$ cat src/rtl/uart_pkg.sv
// Shared UART definitions: frame state type, data width and bit-timing helper.
// Defining UART_TX_PARITY_EN adds the even-parity PARITY state.
package uart_pkg;

  localparam int DATA_BITS = 8;
  localparam int IDX_W     = $clog2(DATA_BITS);

`ifdef UART_TX_PARITY_EN
  typedef enum logic [2:0] {
    ST_IDLE,
    ST_START,
    ST_DATA,
    ST_PARITY,
    ST_STOP
  } uart_state_e;
`else
  typedef enum logic [1:0] {
    ST_IDLE,
    ST_START,
    ST_DATA,
    ST_STOP
  } uart_state_e;
`endif

  // Clocks per serial bit; integer division, so the rate error is truncated.
  function automatic int bitCycles(input int clockRate, input int baudRate);
    return clockRate / baudRate;
  endfunction

endpackage

$ cat src/rtl/uart_tx_fifo.sv
// Single-clock show-ahead FIFO with async reset; a push while full is
// honoured only when a pop happens in the same cycle.
module uart_tx_fifo #(
  parameter int DEPTH = 32,
  parameter int WIDTH = 8
) (
  input  logic             clk_i,
  input  logic             rst_i,
  input  logic             push_i,
  input  logic [WIDTH-1:0] wdata_i,
  input  logic             pop_i,
  output logic [WIDTH-1:0] rdata_o,
  output logic             full_o,
  output logic             empty_o
);

  localparam int AW = $clog2(DEPTH);

  logic [WIDTH-1:0] mem [DEPTH];
  logic [AW-1:0]    wrPtr_q, wrPtr_d;
  logic [AW-1:0]    rdPtr_q, rdPtr_d;
  logic [AW:0]      count_q, count_d;
  logic             doPush;
  logic             doPop;

  assign full_o  = (count_q == (AW+1)'(DEPTH));
  assign empty_o = (count_q == '0);
  assign rdata_o = mem[rdPtr_q];

  assign doPush = push_i && (!full_o || pop_i);
  assign doPop  = pop_i && !empty_o;

  always_comb begin
    wrPtr_d = wrPtr_q;
    rdPtr_d = rdPtr_q;
    count_d = count_q;
    if (doPush) wrPtr_d = wrPtr_q + AW'(1);
    if (doPop)  rdPtr_d = rdPtr_q + AW'(1);
    case ({doPush, doPop})
      2'b10:   count_d = count_q + (AW+1)'(1);
      2'b01:   count_d = count_q - (AW+1)'(1);
      default: count_d = count_q;
    endcase
  end

  always_ff @(posedge clk_i or posedge rst_i) begin
    if (rst_i) begin
      wrPtr_q <= '0;
      rdPtr_q <= '0;
      count_q <= '0;
    end else begin
      wrPtr_q <= wrPtr_d;
      rdPtr_q <= rdPtr_d;
      count_q <= count_d;
    end
  end

  always_ff @(posedge clk_i) begin
    if (doPush) mem[wrPtr_q] <= wdata_i;
  end

endmodule

$ cat src/rtl/uart_tx.sv
// Buffered 8-bit UART transmitter (8N1, or 8E1 when UART_TX_PARITY_EN is
// defined) with a held-request write handshake in front of the FIFO.
module uart_tx
  import uart_pkg::*;
#(
  parameter int CLOCK_RATE = 50000000,
  parameter int BAUD_RATE  = 9600,
  parameter int FIFO_DEPTH = 32
) (
  input  logic        i_clock,
  input  logic        i_reset,
  input  logic        i_enable,
  input  logic [31:0] i_wdata,
  output logic        o_ready,
  output logic        o_waiting,
  output logic        o_busy,
  output logic        UART_TX
);

  localparam int BIT_CYCLES = bitCycles(CLOCK_RATE, BAUD_RATE);
  localparam int CNT_W      = (BIT_CYCLES > 1) ? $clog2(BIT_CYCLES) : 1;
  localparam logic [CNT_W-1:0] RELOAD = CNT_W'(BIT_CYCLES - 1);

  uart_state_e            state_q, state_d;
  logic [CNT_W-1:0]       baud_q, baud_d;
  logic [IDX_W-1:0]       bitIdx_q, bitIdx_d;
  logic [DATA_BITS-1:0]   shift_q, shift_d;
  logic                   tx_q, tx_d;
  logic                   ready_q, ready_d;
  logic                   waiting_q, waiting_d;

  logic                   push;
  logic                   pop;
  logic                   fifoFull;
  logic                   fifoEmpty;
  logic [DATA_BITS-1:0]   fifoRdata;
  logic                   baudDone;
  logic [23:0]            unusedWdata;

  assign unusedWdata = i_wdata[31:8];

  uart_tx_fifo #(
    .DEPTH (FIFO_DEPTH),
    .WIDTH (DATA_BITS)
  ) u_fifo (
    .clk_i   (i_clock),
    .rst_i   (i_reset),
    .push_i  (push),
    .wdata_i (i_wdata[DATA_BITS-1:0]),
    .pop_i   (pop),
    .rdata_o (fifoRdata),
    .full_o  (fifoFull),
    .empty_o (fifoEmpty)
  );

  // ready_q doubles as "already accepted" so a held request pushes only once.
  assign push      = i_enable && !ready_q && (!fifoFull || pop);
  assign ready_d   = i_enable && (ready_q || push);
  assign waiting_d = i_enable && !ready_q && !push;

  assign baudDone = (baud_q == '0);

  always_comb begin
    state_d  = state_q;
    baud_d   = baud_q;
    bitIdx_d = bitIdx_q;
    shift_d  = shift_q;
    pop      = 1'b0;
    case (state_q)
      ST_IDLE: begin
        if (!fifoEmpty) begin
          pop     = 1'b1;
          shift_d = fifoRdata;
          state_d = ST_START;
          baud_d  = RELOAD;
        end
      end
      ST_START: begin
        baud_d = baud_q - CNT_W'(1);
        if (baudDone) begin
          state_d  = ST_DATA;
          bitIdx_d = '0;
          baud_d   = RELOAD;
        end
      end
      ST_DATA: begin
        baud_d = baud_q - CNT_W'(1);
        if (baudDone) begin
          baud_d = RELOAD;
          if (bitIdx_q == IDX_W'(DATA_BITS - 1)) begin
`ifdef UART_TX_PARITY_EN
            state_d = ST_PARITY;
`else
            state_d = ST_STOP;
`endif
          end else begin
            bitIdx_d = bitIdx_q + IDX_W'(1);
          end
        end
      end
`ifdef UART_TX_PARITY_EN
      ST_PARITY: begin
        baud_d = baud_q - CNT_W'(1);
        if (baudDone) begin
          state_d = ST_STOP;
          baud_d  = RELOAD;
        end
      end
`endif
      ST_STOP: begin
        baud_d = baud_q - CNT_W'(1);
        if (baudDone) begin
          baud_d = RELOAD;
          // Chain straight into the next frame so back-to-back bytes leave no idle gap.
          if (!fifoEmpty) begin
            pop     = 1'b1;
            shift_d = fifoRdata;
            state_d = ST_START;
          end else begin
            state_d = ST_IDLE;
          end
        end
      end
      default: state_d = ST_IDLE;
    endcase

    tx_d = 1'b1;
    case (state_d)
      ST_START:  tx_d = 1'b0;
      ST_DATA:   tx_d = shift_d[bitIdx_d];
`ifdef UART_TX_PARITY_EN
      ST_PARITY: tx_d = ^shift_d;
`endif
      default:   tx_d = 1'b1;
    endcase
  end

  always_ff @(posedge i_clock or posedge i_reset) begin
    if (i_reset) begin
      state_q   <= ST_IDLE;
      baud_q    <= '0;
      bitIdx_q  <= '0;
      shift_q   <= '0;
      tx_q      <= 1'b1;
      ready_q   <= 1'b0;
      waiting_q <= 1'b0;
    end else begin
      state_q   <= state_d;
      baud_q    <= baud_d;
      bitIdx_q  <= bitIdx_d;
      shift_q   <= shift_d;
      tx_q      <= tx_d;
      ready_q   <= ready_d;
      waiting_q <= waiting_d;
    end
  end

  assign UART_TX   = tx_q;
  assign o_ready   = ready_q;
  assign o_waiting = waiting_q;
  assign o_busy    = (state_q != ST_IDLE) || !fifoEmpty;

endmodule

$ cat config.mk
export PLATFORM = sky130hd
export DESIGN_NAME = uart_tx
export DESIGN_NICKNAME = d
export VERILOG_FILES = /design/src/rtl/uart_pkg.sv /design/src/rtl/uart_tx_fifo.sv /design/src/rtl/uart_tx.sv
export SDC_FILE = /design/constraint.sdc
export NUM_CORES = 1
export LEC_CHECK = 0
export CAP_MARGIN = 20
export CELL_PAD_IN_SITES_DETAIL_PLACEMENT = 1
export CELL_PAD_IN_SITES_GLOBAL_PLACEMENT = 2
export CORE_ASPECT_RATIO = 0.7
export CORE_MARGIN = 2
export CORE_UTILIZATION = 50
export DETAILED_ROUTE_END_ITERATION = 12
export PLACE_DENSITY = 0.89
export SLEW_MARGIN = 20
export SYNTH_ARGS = -nofsm -noshare
export SYNTH_HDL_FRONTEND = slang
export SYNTH_SLANG_ARGS = --single-unit
$ cat constraint.sdc
create_clock -name i_clock -period 5.6 [get_ports i_clock]
set_input_delay 1.12 -clock i_clock [delete_from_list [all_inputs] [get_ports i_clock]]
set_output_delay 1.12 -clock i_clock [all_outputs]
set_load 0.01 [all_outputs]
==> flow_summary.ini <==
[global_route]
grt_pass1_wl_mm = 45.4
grt.total_usage_pct = 23.7
grt_remaining_overflow = 0
antenna_found_initial = 0
grt_max_degree = 54
grt_pass1_vias = 7293

[drt]
drt_iter0_markers = 574
dr.pass1.iters = 5
routedWlPerCell_um = 26.8
vias = 6888
via_per_inst = 6.23
routed_wl_mm = 29.6
drc = 0
drtAntennaViolNets = 0

[worst_setup_path]
end_kind = flip-flop
cp.arrival_ns = 4.83
worstSetupPathType = flip-flop to flip-flop
reg2reg_to = u_fifo.count_q[5]
worstPathMaxFanout = 10
crit_required_ns = 6.03
worstReg2RegStart = baud_q[7]
ff2ff_path_depth = 16
cpMaxStageDelayCell = or4_4
cp_common_cell = a21oi_1
rrSetupSlack_ns = 1.21
path_cells = or4_4 -> nor4_2 -> buf_4 -> a21oi_1 -> o21ai_0 -> and3b_1 -> inv_1 -> ha_1 -> ha_1 -> a21o_1 -> a21oi_1 -> o21bai_1 -> a21oi_1 -> xor2_1 -> nor2_1 -> xor2_1
cp-start-kind = flip-flop
cp_slowest_stage_delay_ns = 0.61

[min_path]
holdPathEnd = o_waiting
hp-class = flip-flop to flip-flop
min_from = o_ready
hold_depth = 1

[layout]
fin_util_pct = 55.9
stdcell_area_um2 = 13700
areaGrowthSynthToFinish_pct = 10.3
layout_common_cells = 256 x edfxtp_1, 55 x nor2_1, 46 x mux4_2
layout-drive-gt1-share_pct = 18.6
fillers = 2239
final_nets = 812
num_antenna_cells = 0
final_common_cell = edfxtp_1

[synthesis]
synth_top_area_share_pct = 61.7
syn-mean-instance-area_um2 = 16.8
synth-edff-count = 256
ys.flop_type = edfxtp_1
synth.cell_area_um2 = 12500
ys_seq_area_share_pct = 70.8
ys_types = 68
synth.area.top_cells = edfxtp_1 62%, dfrtp_1 8.8%, mux4_2 8.3%, mux2i_1 2.1%, mux2_2 1.7%
netlist_instances = 743
synthArstFlopShare_pct = 15.0
yosysTopAreaCell = edfxtp_1
syn-num-nets = 796
synth-seq-cells = 301
synth-warning-count = 0

[timing]
fmax_mhz = 228
finClkSkew_ns = 0.0125
slew-limit-headroom_pct = 32.5
setup_tns_ns = 0
drv_slew = 0
worst_pin_slew_ns = 1.01
setup_viol = 0
period_minus_slack_ns = 4.39
hold_viol_final = 0
grt_setup_unrepaired = false
period_share_pct = 78.4

[placement]
dp_hpwl_mm = 19.3
dpl-instance-area_um2 = 12900
globalplace.congestion = 0.797
port_buffers = 14

[floorplan]
die_h_um = 136
die_w_um = 193
io_pins = 39
initial_core_util_pct = 50.7
dieArea_um2 = 26200
core_um2 = 24600
row_count = 48

[pwr]
p_leak_nw = 4.60
p_per_area_nw_per_um2 = 470
ir_drop_v = 0.000324

[cts]
cts_tree = done
cts_buffer_depth = 3
cts_resized = 0
htreeDepth = 1
hold_buffers = 0
cts.clk_slew.worst_paths_ns = 0.07
clkLatencyLatePin_ns = 0.55
postCtsSetupBuffers = 0
cts.sinks = 301
numCtsBuffers = 28
cts_root_buf = clkbuf_16

[outcome]
outcome = completed

[job]
max_cap_viol_count = 0
-- cell type report --
cell class / count / area [um2] / area share [%]
sequential: 301 / 8820 / 64.2
multi-input combinational: 385 / 3380 / 24.6
clock buffer: 35 / 778 / 5.67
tap: 325 / 407 / 2.96
timing repair buffer: 26 / 213 / 1.55
clock inverter: 17 / 75.1 / 0.547
inverter: 17 / 65.1 / 0.474
-- state kept, by name, summed over array words and instances (netlist names) --
name / flops
u_fifo.rdPtr_q: 5
bitIdx_q: 3
shift_q: 8
o_ready: 1
UART_TX: 1
u_fifo.count_q: 6
state_q: 2
baud_q: 13
o_waiting: 1
u_fifo.wrPtr_q: 5
u_fifo.mem: 256
-- cells in the mapped netlist, types with 3 or more instances --
master / instances
buf_1: 6
mux4_2: 46
nor2b_1: 4
nand2_1: 39
xnor2_1: 12
or3_1: 5
nor3_1: 9
a22oi_1: 12
inv_1: 15
mux2i_1: 26
o31ai_1: 4
o21ai_0: 33
dfrtp_1: 44
nor2_1: 55
nand3_1: 9
nand4_1: 6
xor2_1: 3
ha_1: 17
clkbuf_1: 20
a211o_1: 3
a32o_1: 4
a221oi_1: 15
nand3b_1: 3
buf_6: 4
a21oi_1: 16
buf_2: 7
mux2_2: 19
edfxtp_1: 256
-- cell families after synthesis --
logic type,share of synthesized area [%]
AOI/OAI and AO/OA,6.08
muxes,12.1
xor gates and xnor gates,1.05
buffers and inverters,2.12
DFF,70.8
and+or+nand+nor,6.00
adders and majority gates,1.87
-- report_power, final --
group	internal, W	switching (W)	total [W]
combinational	0.000770	0.000955	0.00173
clock	0.000978	0.000811	0.00179
sequential	0.00260	0.000343	0.00294
total	0.00435	0.00211	0.00646
-- worst max path at each step --
stage	start	to	slack (ns)
2_1_floorplan	baud_q[7]	u_fifo.count_q[5]	1.76
3_3_place_gp	baud_q[7]	u_fifo.count_q[5]	1.42
3_5_place_dp	baud_q[7]	u_fifo.count_q[5]	1.28
4_1_cts	baud_q[7]	u_fifo.count_q[5]	1.20
5_1_grt	baud_q[7]	u_fifo.count_q[5]	0.87
6_report	baud_q[7]	u_fifo.count_q[5]	1.21
-- per-stage QoR --
step	total power (W)	setup slack (ns)	hold slack [ns]	instances
floorplan	0.00408	1.76	0.433	743
global placement	0.00458	1.42	0.455	1053
detailed placement	0.00469	1.28	0.477	1054
CTS	0.00648	1.20	0.486	1106
global route	0.00672	0.873	0.510	1106
finish	0.00646	1.21	0.481	1106
-- critical path: cells and delay by family (launching register included) --
family / cells / cell delay [ns]
compound gates: 6 / 1.06
xor+xnor: 2 / 0.31
fa+ha+maj: 2 / 0.67
buf+inv: 2 / 0.33
flops: 1 / 0.47
simple gates: 4 / 1.44
-- layer usage --
| metal | global-route usage [%] | part of all wire, % |
|---|---|---|
| met5 | 0 | 0 |
| met4 | 6.49 | 2.3 |
| met3 | 4.85 | 7.0 |
| met2 | 36.4 | 46 |
| met1 | 34.9 | 44 |
Note: power is estimated with default switching activity, not from simulation.
